## src/rtl/mire_pkg.sv

```systemverilog
// Shared types and constants for the test-pattern frame writer.
package mire_pkg;

   // Bus master states
   typedef enum logic [1:0] {
      StIdle,
      StWrite,
      StPause
   } mire_state_e;

   localparam int unsigned PIXEL_BYTES = 4;
   localparam logic [3:0]  GRID_MASK   = 4'hF;
   localparam logic [31:0] WHITE       = 32'h00FF_FFFF;
   localparam logic [31:0] BLACK       = 32'h0000_0000;

   // Counter width for values 0..n-1, never narrower than one bit
   function automatic int unsigned cnt_width(input int unsigned n);
      return (n > 1) ? $clog2(n) : 1;
   endfunction

   // Grid pattern: white on every 16th column and every 16th row
   function automatic logic [31:0] grid_pixel(input logic [3:0] x_lsb, input logic [3:0] y_lsb);
      return (((x_lsb & GRID_MASK) == 4'h0) || ((y_lsb & GRID_MASK) == 4'h0)) ? WHITE : BLACK;
   endfunction

endpackage

```

## src/rtl/pix_xy_cnt.sv

```systemverilog
// Raster position counter: x runs across a line, y down the frame, both wrap at
// the end of the frame.
module pix_xy_cnt
   import mire_pkg::*;
#(
   parameter int unsigned HDISP = 800,
   parameter int unsigned VDISP = 480,
   parameter int unsigned XW    = cnt_width(HDISP),
   parameter int unsigned YW    = cnt_width(VDISP)
) (
   input  logic          sys_clk,
   input  logic          sys_rst_n,
   input  logic          advance,
   output logic [XW-1:0] x,
   output logic [YW-1:0] y,
   output logic          eof
);

   logic [XW-1:0] x_q;
   logic [YW-1:0] y_q;
   logic          x_last;
   logic          y_last;

   assign x_last = (x_q == XW'(HDISP - 1));
   assign y_last = (y_q == YW'(VDISP - 1));

   // Step one pixel per advance, wrapping line then frame
   always_ff @(posedge sys_clk or negedge sys_rst_n) begin
      if (!sys_rst_n) begin
         x_q <= '0;
         y_q <= '0;
      end else if (advance) begin
         if (x_last) begin
            x_q <= '0;
            if (y_last) begin
               y_q <= '0;
            end else begin
               y_q <= y_q + 1'b1;
            end
         end else begin
            x_q <= x_q + 1'b1;
         end
      end
   end

   assign x   = x_q;
   assign y   = y_q;
   assign eof = x_last && y_last;

endmodule

```

## src/rtl/mire_writer.sv

```systemverilog
// Writes a 16-pixel white-grid-on-black test pattern into an SDRAM frame buffer
// over a classic-cycle Wishbone master, in bounded bursts separated by pauses.
module mire_writer
   import mire_pkg::*;
#(
   parameter int unsigned HDISP = 800,
   parameter int unsigned VDISP = 480,
   parameter int unsigned BURST = 64,
   parameter int unsigned PAUSE = 2
) (
   input  logic        sys_clk,
   input  logic        sys_rst_n,
   input  logic        enable,
   // Wishbone master toward the frame buffer
   output logic        cyc,
   output logic        stb,
   output logic        we,
   output logic [31:0] adr,
   output logic [31:0] dat_ms,
   output logic [3:0]  sel,
   output logic [2:0]  cti,
   output logic [1:0]  bte,
   input  logic        ack,
   input  logic        err,
   input  logic        rty,
   input  logic [31:0] dat_sm,
   output logic        frame_done
);

   localparam int unsigned XW = cnt_width(HDISP);
   localparam int unsigned YW = cnt_width(VDISP);
   localparam int unsigned BW = cnt_width(BURST + 1);
   localparam int unsigned PW = cnt_width(PAUSE + 1);

   mire_state_e   state_q, state_d;
   logic [BW-1:0] beat_q, beat_d;
   logic [PW-1:0] pause_q, pause_d;
   logic          frame_done_q, frame_done_d;

   logic          advance;
   logic [XW-1:0] x;
   logic [YW-1:0] y;
   logic          eof;
   logic          in_write;
   logic          last_pause;
   logic [31:0]   pix_index;

   // Write-only master: read data is never consumed
   logic          unused_dat_sm;
   assign unused_dat_sm = ^dat_sm;

   pix_xy_cnt #(
      .HDISP (HDISP),
      .VDISP (VDISP),
      .XW    (XW),
      .YW    (YW)
   ) u_pix_xy_cnt (
      .sys_clk   (sys_clk),
      .sys_rst_n (sys_rst_n),
      .advance   (advance),
      .x         (x),
      .y         (y),
      .eof       (eof)
   );

   // A PAUSE of zero still costs one idle cycle so stb always drops after a tenure
   assign last_pause = (32'(pause_q) + 32'd1) >= PAUSE;

   // State, burst beat, pause and frame-done registers
   always_ff @(posedge sys_clk or negedge sys_rst_n) begin
      if (!sys_rst_n) begin
         state_q      <= StIdle;
         beat_q       <= '0;
         pause_q      <= '0;
         frame_done_q <= 1'b0;
      end else begin
         state_q      <= state_d;
         beat_q       <= beat_d;
         pause_q      <= pause_d;
         frame_done_q <= frame_done_d;
      end
   end

   // Next-state: the pixel position only moves on an accepted write; err/rty
   // leave it in place so the same address is retried after the pause
   always_comb begin
      state_d      = state_q;
      beat_d       = beat_q;
      pause_d      = pause_q;
      frame_done_d = 1'b0;
      advance      = 1'b0;
      unique case (state_q)
         StIdle: begin
            beat_d  = '0;
            pause_d = '0;
            if (enable) begin
               state_d = StWrite;
            end
         end
         StWrite: begin
            if (ack) begin
               advance      = 1'b1;
               beat_d       = beat_q + 1'b1;
               frame_done_d = eof;
               if ((beat_d == BW'(BURST)) || eof || !enable) begin
                  state_d = StPause;
                  pause_d = '0;
               end
            end else if (err || rty) begin
               state_d = StPause;
               pause_d = '0;
            end
         end
         StPause: begin
            beat_d = '0;
            if (last_pause) begin
               pause_d = '0;
               state_d = enable ? StWrite : StIdle;
            end else begin
               pause_d = pause_q + 1'b1;
            end
         end
         default: begin
            state_d = StIdle;
         end
      endcase
   end

   assign pix_index = 32'(y) * HDISP + 32'(x);

   // Bus outputs decode from registered state, so reset clears them immediately
   // and adr/dat_ms hold steady for as long as the slave stalls
   always_comb begin
      in_write = (state_q == StWrite);
      cyc      = in_write;
      stb      = in_write;
      we       = in_write;
      sel      = in_write ? 4'hF : 4'h0;
      cti      = 3'b000;
      bte      = 2'b00;
      adr      = in_write ? pix_index * PIXEL_BYTES : 32'h0;
      dat_ms   = in_write ? grid_pixel(4'(x), 4'(y)) : BLACK;
   end

   assign frame_done = frame_done_q;

endmodule

```

## config.mk

```make
export PLATFORM = sky130hd
export DESIGN_NAME = mire_writer
export DESIGN_NICKNAME = d
export VERILOG_FILES = /design/src/rtl/mire_pkg.sv /design/src/rtl/pix_xy_cnt.sv /design/src/rtl/mire_writer.sv
export SDC_FILE = /design/constraint.sdc
export NUM_CORES = 1
export LEC_CHECK = 0
export ABC_AREA = 1
export CORE_UTILIZATION = 40
export CTS_BUF_LIST = sky130_fd_sc_hd__clkbuf_2
export CTS_CLUSTER_DIAMETER = 60
export CTS_CLUSTER_SIZE = 28
export DETAILED_ROUTE_END_ITERATION = 6
export GPL_TIMING_DRIVEN = 1
export HOLD_SLACK_MARGIN = 0.06
export PLACE_DENSITY_LB_ADDON = 0.1
export SETUP_SLACK_MARGIN = 0.4
export SKIP_CTS_REPAIR_TIMING = 1
export SLEW_MARGIN = 20
export SYNTH_ARGS = -nofsm -noshare
export SYNTH_HDL_FRONTEND = slang
export SYNTH_SLANG_ARGS = --single-unit
```

## constraint.sdc

```tcl
create_clock -name sys_clk -period 4.84 [get_ports sys_clk]
set_clock_uncertainty 0.2 [all_clocks]
set_input_delay 0.968 -clock sys_clk [delete_from_list [all_inputs] [get_ports sys_clk]]
set_output_delay 0.968 -clock sys_clk [all_outputs]
set_load 0.02 [all_outputs]
```

## Word level (Yosys, flattened, before mapping)

Cells that the tools add are included.

- Bits in registers: 31
- Latch bits: 0
- RAM bits: 0
- Bits in read-only memories: 0
- Output and inout bits: 77
- Memories kept: 0

- Add/subtract/negate cells: 6
- Multipliers: 1
- Divide/modulo/power cells: 0
- $lt $le $gt $ge: 1
- Eq/ne operators: 10
- Shift operators: 0
- Multiplexer cells: 24
- Bitwise gates (word level): 0
- Reduce and logical (&&, ||, !) cells: 16

Operators by type and width:

| cell | count |
|---|---|
| $mux W24 | 2 |
| $mux W22 | 1 |
| $add A19 B10 Y20 | 1 |
| $mux W2 | 9 |
| $mul A9 B5 Y14 const B | 1 |
| $pmux W7 S2 | 1 |
| $pmux W2 S3 | 2 |
| $add A10 B1 Y10 const B | 1 |
| $eq A10 B10 Y1 const B | 1 |
| $mux W10 | 1 |
| $add A9 B1 Y9 const B | 1 |
| $eq A9 B9 Y1 const B | 1 |
| $mux W9 | 1 |
| $logic_not A4 Y1 | 2 |
| $add A7 B1 Y7 const B | 1 |
| $eq A7 B7 Y1 const B | 1 |
| $mux W7 | 1 |
| $mux W1 | 5 |
| $logic_or A1 B1 Y1 | 4 |
| $mux W4 | 1 |
| $ne A2 B2 Y1 const B | 2 |
| $reduce_and A2 Y1 | 2 |
| $reduce_and A4 Y1 | 1 |
| $add A2 B1 Y3 const B | 1 |
| 14 further kinds | 14 |

## Longest topological paths before layout

Gate-level depths: netlist (run 1).

- Word-level depth: 7
- Depth in mapped cells: 20
- Gate-level depth less buffers: 20

## Cells and area by module

Synthesis (run 1) repeated with hierarchy kept, for this count alone.

- Cell total of the unflattened synthesis: 527
- Area, all modules: 3703.6 um^2

Modules (own cells, without submodules):

| module | times used | cells each | area an instance (um^2) |
|---|---|---|---|
| mire_writer | 1 | 376 | 2533.7 |
| pix_xy_cnt | 1 | 151 | 1169.9 |

## Least setup slack after synthesis (run 1)

No wires, ideal clock.

- Path type: register to output
- From: register u_pix_xy_cnt.y_q[4] (netlist: u_pix_xy_cnt.y[4])
- To: output adr[16]
- Arrival: 3.031 ns
- Required time: 3.672 ns
- Slack: 0.641 ns
- Cell stages (with the launch flop): 17
- Buffers on the path: 0
- Path through: dfrtp_1 ha_1 ha_1 inv_1 fa_1 inv_1 ha_1 nand2_1 nand2_1 inv_1 nand2_1 nand2_1 nand2_1 nand2_1 nor2_1 nor2_1 nor3_1

- Word-level cells in the longest chain between the ends: 3

Ends and longest elaborated chain:

| element | line | text |
|---|---|---|
| from (decl) | pix_xy_cnt.sv:20 | `logic [YW-1:0] y_q;` |
| from (signal assigned) | pix_xy_cnt.sv:38 | `y_q <= y_q + 1'b1;` |
| $mul A9 B5 Y14 | mire_writer.sv:129 | `assign pix_index = 32'(y) * HDISP + 32'(x);` |
| $add A19 B10 Y20 | mire_writer.sv:129 |  |
| $mux W22 | mire_writer.sv:141 | `adr = in_write ? pix_index * PIXEL_BYTES : 32'h0;` |
| to (decl) | mire_writer.sv:18 | `output logic [31:0] adr,` |

No other way between the ends.

## Worst setup path after layout (run 1)

- From: register u_pix_xy_cnt.y_q[4] (netlist: u_pix_xy_cnt.y[4])
- To: output adr[21]

The elaborated chain is that of the path after synthesis.

==> impl_results.md, run 1 <==
* Post-synth top flop: dfrtp_1
* I/O pins at around 120
* Run status: complete, no violations
* Die W at 95.5 um
* Hold WC Path Type: flop to flop
* Synth cell types at 41
* Most common cell in the netlist: nand2_1
* Tcrit/Tclk final at 0.936
* Slew Viols, Final at 0
* Util after Layout at 0.530
* Initial antenna violation count at 0
* Slowest cell on crit path: fa_1
* Congestion Overflow GR at 0
* Fillers at 826
* Final Critical Period at about 4.5 ns
* Die area at 9130 sq um
* Crit path launch type: flop
* Vias in the first global route at 2,594
* Port Buf Inserts at 57
* Area of the core at 8340 sq um
* Vias per cell at 4.81
* Power per cell area at 243 nW/um^2
* Total number of yosys warnings at 0
* Worst R2R End: u_pix_xy_cnt.y[7]
* Clk root buf: clkbuf_2
* Dpl hpwl at ~5.9 mm
* Worst r2r path cells at 8
* Slowest stage delay, CP at between 0.5 and 0.6 ns
* Max Clk Rate at ~220 MHz
* Register Area at 782 sq um
* Count of state elements after synthesis at 31
* CP max FO at 5
* FF-to-FF setup slack at 2.33 ns
* CP Data Required Time at ~3.7 ns
* Initial Utilization at 0.420
* Worst-path clk slew at 0.17 ns
* Leak at 0.00220 uW
* WL final at 7.62 mm
* Post-synth ARST share at 1.00
* Seq/Total Area, Yosys at 0.222
* Pin count of the biggest net entering global routing at 25
* ANT cells at 0
* Fin. Hold Viols at 0
* Clock latency on the worst-skew pair at roughly 0.35 ns
* CP Launch Point: u_pix_xy_cnt.y[4]
* Routed Antenna Nets at 0
* Yosys top cell by area: dfrtp_1
* CP most frequent cell: nand2_2
* Slew HR at 0.635
* CTS tree: built
* Synth Instances at 492
* Worst VDD drop at around 0.21 mV
* Post-Syn Area at 3500 sq um
* Synth top area cells: dfrtp_1 22%, ha_1 15%, buf_4 12%
* CP endpoint: adr[21]
* CTS Buf Count at 5
* Crit Path Class: flop to primary output
* Synth top cells by count: 107 x nand2_1, 77 x inv_1, 54 x buf_4, 43 x ha_1, 34 x nand3_1
* First-pass iteration count of the detailed router at 4
* CTS Sinks at 31
* Least-Margin Pin Slew at 0.543 ns
* Die H at 95.5 um
* # rows at 33
* Element type at the critical path end: primary output
* Clk buf depth at 2
* Placer Congestion at just over 0.8
* Layout Nets at 631
* RSZ-0062 raised after global routing: yes
* Share of cells above drive strength 1 at 0.244
* Vias at 3,131
* CP arrival at 3.36 ns
* Final setup fails at 0
* Layout area overhead at 26.4%
* Multi-input logic area at 2460 sq um
* TNS Setup at 0 ns
* First-pass GRT wire length at 11.7 mm
* DRT iter0 DRCs at 123
* Post-synth top area share at 0.222
* Number of synthesized flops with an enable pin at 0
* DR DRC count at 0
* Syn_area_per_cell at 7.11 sq um
* H-tree depth at 2
* Worst reg2reg startpoint: state_q[0]
* Crit-path cells: ha_4 > inv_2 > ha_4 > inv_2 > fa_1 > inv_2 > ha_4 > nand2_2 > nand2_2 > inv_1 > nand3_2 > nand2_2 > nand2_4 > nand2_4 > nor2_4 > nand2_2 > nor2_4 > buf_6
* Tot GR Track Use at 0.161
* Max_cap viols at 0
* Post-DR wirelength/cell at 11.7 um
[registers in the layout, summed over array words and instances, names as in the netlist]
register / count
pause_q: 2
u_pix_xy_cnt.x: 10
u_pix_xy_cnt.y: 9
frame_done: 1
state_q: 2
beat_q: 7
[power by group]
part | total [uW] | switching, uW | internal [uW]
Clock | 125 | 85.0 | 39.5
Sequential | 352 | 49.1 | 303
Combinational | 598 | 357 | 241
Total | 1070 | 491 | 583
[final cells by class]
| cell class | instances | area share |
|---|---|---|
| Multi-Input combinational cell | 348 | 0.556 |
| Sequential cell | 31 | 0.177 |
| Timing Repair Buffer | 79 | 0.160 |
| Inverter | 80 | 0.0679 |
| Tap cell | 105 | 0.0297 |
| Clock buffer | 7 | 0.00792 |
| Clock inverter | 1 | 0.00113 |
[worst min path at each step]
| stage | start | end | cells past startpoint | slack [ns] |
|---|---|---|---|---|
| after floorplan | pause_q[0] | pause_q[0] | 2 | 0.24 |
| after global placement | pause_q[1] | pause_q[1] | 2 | 0.26 |
| after detailed placement | pause_q[1] | pause_q[1] | 2 | 0.28 |
| after CTS | pause_q[1] | pause_q[1] | 2 | 0.32 |
| after global routing | pause_q[0] | pause_q[0] | 2 | 0.35 |
| final | pause_q[0] | pause_q[0] | 2 | 0.31 |
[through the flow]
step           cells  total power [uW]  hold WS [ns]  setup slack, ns  cell area [sq um]
2_1_floorplan    516               790         0.242            0.641               3590
3_3_place_gp     634               952         0.257           0.0527               3970
3_5_place_dp     634               958         0.281           0.0466               3960
4_1_cts          642              1090         0.317           -0.409               4000
5_1_grt          651              1170         0.346            0.104               4420
6_report         651              1070         0.310            0.311               4420
[layout by cell type, fill, tap and decap left out, types with 5 or more instances in the layout]
cell type / n
buf_4: 23
dfrtp_1: 26
nand3_1: 28
ha_1: 28
clkdlybuf4s50_1: 46
a21oi_1: 19
nand2_2: 25
inv_1: 67
xor2_1: 12
o21ai_0: 14
nand4_1: 11
conb_1: 25
nor2_1: 27
nand2_4: 6
ha_4: 12
nand2_1: 78
nor3_1: 12
nor2_4: 6
inv_2: 12
clkbuf_2: 9
dfrtp_2: 5
nand3_2: 5
[critical path, delay by kind of cell, from the launching register on]
| family | cells | cell delay [ns] |
|---|---|---|
| buf+inv | 5 | 0.32 |
| flops | 1 | 0.50 |
| simple gates | 9 | 0.84 |
| fa+ha+maj | 4 | 1.36 |
[per-layer routing]
layer,vias up,GRT usage,share of wire
li1,1607,-,-
met1,1456,0.235,0.48
met2,66,0.254,0.48
met3,2,0.0239,0.037
met4,0,0.0261,0.0028
met5,-,0,0
[cell families (layout without fill, tap and decap cells)]
kind of cell	count (synthesis)	count (layout)	synth area share
compound gates	47	47	0.0733
buf+inv	137	167	0.207
other cells	1	25	0.00107
xor+xnor	13	13	0.0325
flops	31	31	0.222
fa+ha+maj	48	48	0.182
simple gates	215	215	0.282
(Power assumes the default switching activity.)
==> inputs of run 2 (changes only) <==
Settings changed: CTS_CLUSTER_SIZE 28 to 20, SLEW_MARGIN 20 to 15.
==> run 2 against run 1 <==
  * Via count rose by 0.13%
  * Sequential power barely moved
  * Largest power group unchanged
  * Cell count did not move
  * Worst setup slack improved by 0.00065 ns
  * First-iteration DRC count did not move
  * Highest routed layer unchanged
  * Cell area did not move
==> impl_results.md, run 2 (synthesis gave the netlist of run 1 again) <==
* Run status: complete, no violations (unchanged)
* Worst r2r path cells at 8 (unchanged)
* Pin count of the biggest net entering global routing at 25 (unchanged)
* Switching Share at 0.457 (about the same)
* Power per cell area at 243 nW/um^2 (about the same)
* CTS Sinks at 31 (unchanged)
* Slowest stage delay, CP at 0.52 ns (about the same)
* Share of cells above drive strength 1 at 0.244 (unchanged)
* Crit path launch type: flop (unchanged)
* Max Clk Rate at 221 MHz (about the same)
* CP max FO at 5 (unchanged)
* Port Buf Inserts at 57 (unchanged)
* Vias at 3,135 (was 3,131)
* Crit Path Class: flop to primary output (unchanged)
* Worst setup margin at 0.312 ns (was 0.311 ns)
* Initial Utilization at 0.420 (unchanged)
* Area of the core at 8340 sq um (unchanged)
* Internal Power at 583 uW (about the same)
* Least-Margin Pin Slew at 0.541 ns (was 0.543 ns)
* Final setup fails at 0 (unchanged)
* Congestion Overflow GR at 0 (unchanged)
* First-pass GRT wire length at 11.7 mm (unchanged)
* Crit-path cells: ha_4 > inv_2 > ha_4 > inv_2 > fa_1 > inv_2 > ha_4 > nand2_2 > nand2_2 > inv_1 > nand3_2 > nand2_2 > nand2_4 > nand2_4 > nor2_4 > nand2_2 > nor2_4 > buf_6 (unchanged)
* Hold Path Cell Cnt at 2 (unchanged)
* CTS tree: built (unchanged)
* RSZ-0062 raised after global routing: yes (unchanged)
* Slowest cell on crit path: fa_1 (unchanged)
* Tcrit/Tclk final at 0.936 (about the same)
* Tot GR Track Use at 0.161 (unchanged)
* Place WS at 0.0466 ns (unchanged)
* Clock latency on the worst-skew pair at 0.35 ns (about the same)
* ANT cells at 0 (unchanged)
* Worst-path clk slew at 0.17 ns (about the same)
* Slew Viols, Final at 0 (unchanged)
* Commonest non-fill, non-tap cell in the layout: nand2_1 (unchanged)
* Hold WC Path Type: flop to flop (unchanged)
* Die H at 95.5 um (unchanged)
* CTS Buf Count at 5 (unchanged)
* DRT iter0 DRCs at 123 (unchanged)
* Final Critical Period at 4.53 ns (about the same)
* Initial antenna violation count at 0 (unchanged)
* Layout area overhead at 26.4% (unchanged)
* FF-to-FF setup slack at 2.33 ns (about the same)
* Total power draw at 1070 uW (about the same)
* Net Sw Power at 491 uW (about the same)
* Fillers at 824 (was 826)
* Layout Nets at 631 (unchanged)
* Max_cap viols at 0 (unchanged)
* Clk buf depth at 2 (unchanged)
* Die area at 9130 sq um (unchanged)
* Share of total power in combinational logic at 0.557 (about the same)
* Placer Congestion at 0.807 (unchanged)
* Fin. Hold Viols at 0 (unchanged)
* I/O pins at 115 (unchanged)
* Element type at the critical path end: primary output (unchanged)
* Clk root buf: clkbuf_2 (unchanged)
* Post-DR wirelength/cell at 11.7 um (about the same)
* H-tree depth at 2 (unchanged)
* CP arrival at 3.36 ns (about the same)
* Clock power frac at 0.116 (about the same)
* Most frequent cells in the layout: 78 x nand2_1, 67 x inv_1, 46 x clkdlybuf4s50_1 (unchanged)
* CP most frequent cell: nand2_2 (unchanged)
* Vias in the first global route at 2,594 (unchanged)
* Max reg flops at 10 (unchanged)
* Hold Startpoint: pause_q[0] (unchanged)
* # rows at 33 (unchanged)
* CP Data Required Time at 3.67 ns (about the same)
* Routed Antenna Nets at 0 (unchanged)
* Worst R2R End: u_pix_xy_cnt.y[7] (unchanged)
* Die W at 95.5 um (unchanged)
* Vias per cell at 4.82 (was 4.81)
* Dpl hpwl at 5.89 mm (about the same)
* Worst VDD drop at 0.208 mV (about the same)
* Worst reg2reg startpoint: state_q[0] (unchanged)
* WL final at 7.63 mm (was 7.62 mm)
* First-pass iteration count of the detailed router at 5 (was 4)
* Flop pwr share at 0.327 (about the same)
* DR DRC count at 0 (unchanged)
* Leak at 0.00220 uW (unchanged)
* Hold endpoint: pause_q[0] (unchanged)
* Slew HR at 0.636 (was 0.635)
[run 2: routing by layer]
metal | wire, um | up-vias | track usage
met5 | 0 | - | 0
met4 | 21 | 0 | 0.0261
met3 | 315 | 2 | 0.0239
met2 | 3620 | 75 | 0.254
met1 | 3670 | 1451 | 0.235
li1 | - | 1607 | -
[run 2: cell type report]
| class | count | area (sq um) | area share |
|---|---|---|---|
| Tap cell | 105 | 131 | 0.0297 |
| Clock inverter | 1 | 5.00 | 0.00113 |
| Sequential cell | 31 | 782 | 0.177 |
| Timing Repair Buffer | 79 | 709 | 0.160 |
| Clock buffer | 7 | 35.0 | 0.00792 |
| Inverter | 80 | 300 | 0.0679 |
| Multi-Input combinational cell | 348 | 2460 | 0.556 |
[run 2: worst max path at each step]
stage / start / to / slack [ns] / cells after the start
finish: u_pix_xy_cnt.y[4] / adr[21] / 0.31 / 18
global route: u_pix_xy_cnt.y[4] / adr[20] / 0.10 / 19
CTS: u_pix_xy_cnt.y[2] / adr[19] / -0.41 / 16
detailed placement: u_pix_xy_cnt.y[2] / adr[19] / 0.05 / 16
global placement: u_pix_xy_cnt.y[2] / adr[19] / 0.05 / 16
floorplan: u_pix_xy_cnt.y[4] / adr[16] / 0.64 / 16
[run 2: stage by stage]
step                TNS (ns)  area [sq um]   util  hold slack (ns)  std cells
global route               0          4420  0.530            0.346        651
floorplan                  0          3590      -            0.242        516
finish                     0          4420  0.530            0.310        651
CTS                    -2.58          4010  0.480            0.317        642
detailed placement         0          3970  0.475            0.281        634
global placement           0          3970  0.475            0.257        634
[run 2: power by group through the flow]
stage	Clock, uW	Sequential [uW]	Combinational [uW]
final	125	352	598
after global routing	146	359	664
after CTS	132	352	603
after detailed placement	0	357	602
after global placement	0	356	596
after floorplan	0	345	445
[run 2: critical path, delay by kind of cell (launching register included)]
| family | cells | cell delay, ns |
|---|---|---|
| DFF | 1 | 0.50 |
| and+or+nand+nor | 9 | 0.84 |
| buffers and inverters | 5 | 0.32 |
| adders and majority gates | 4 | 1.36 |
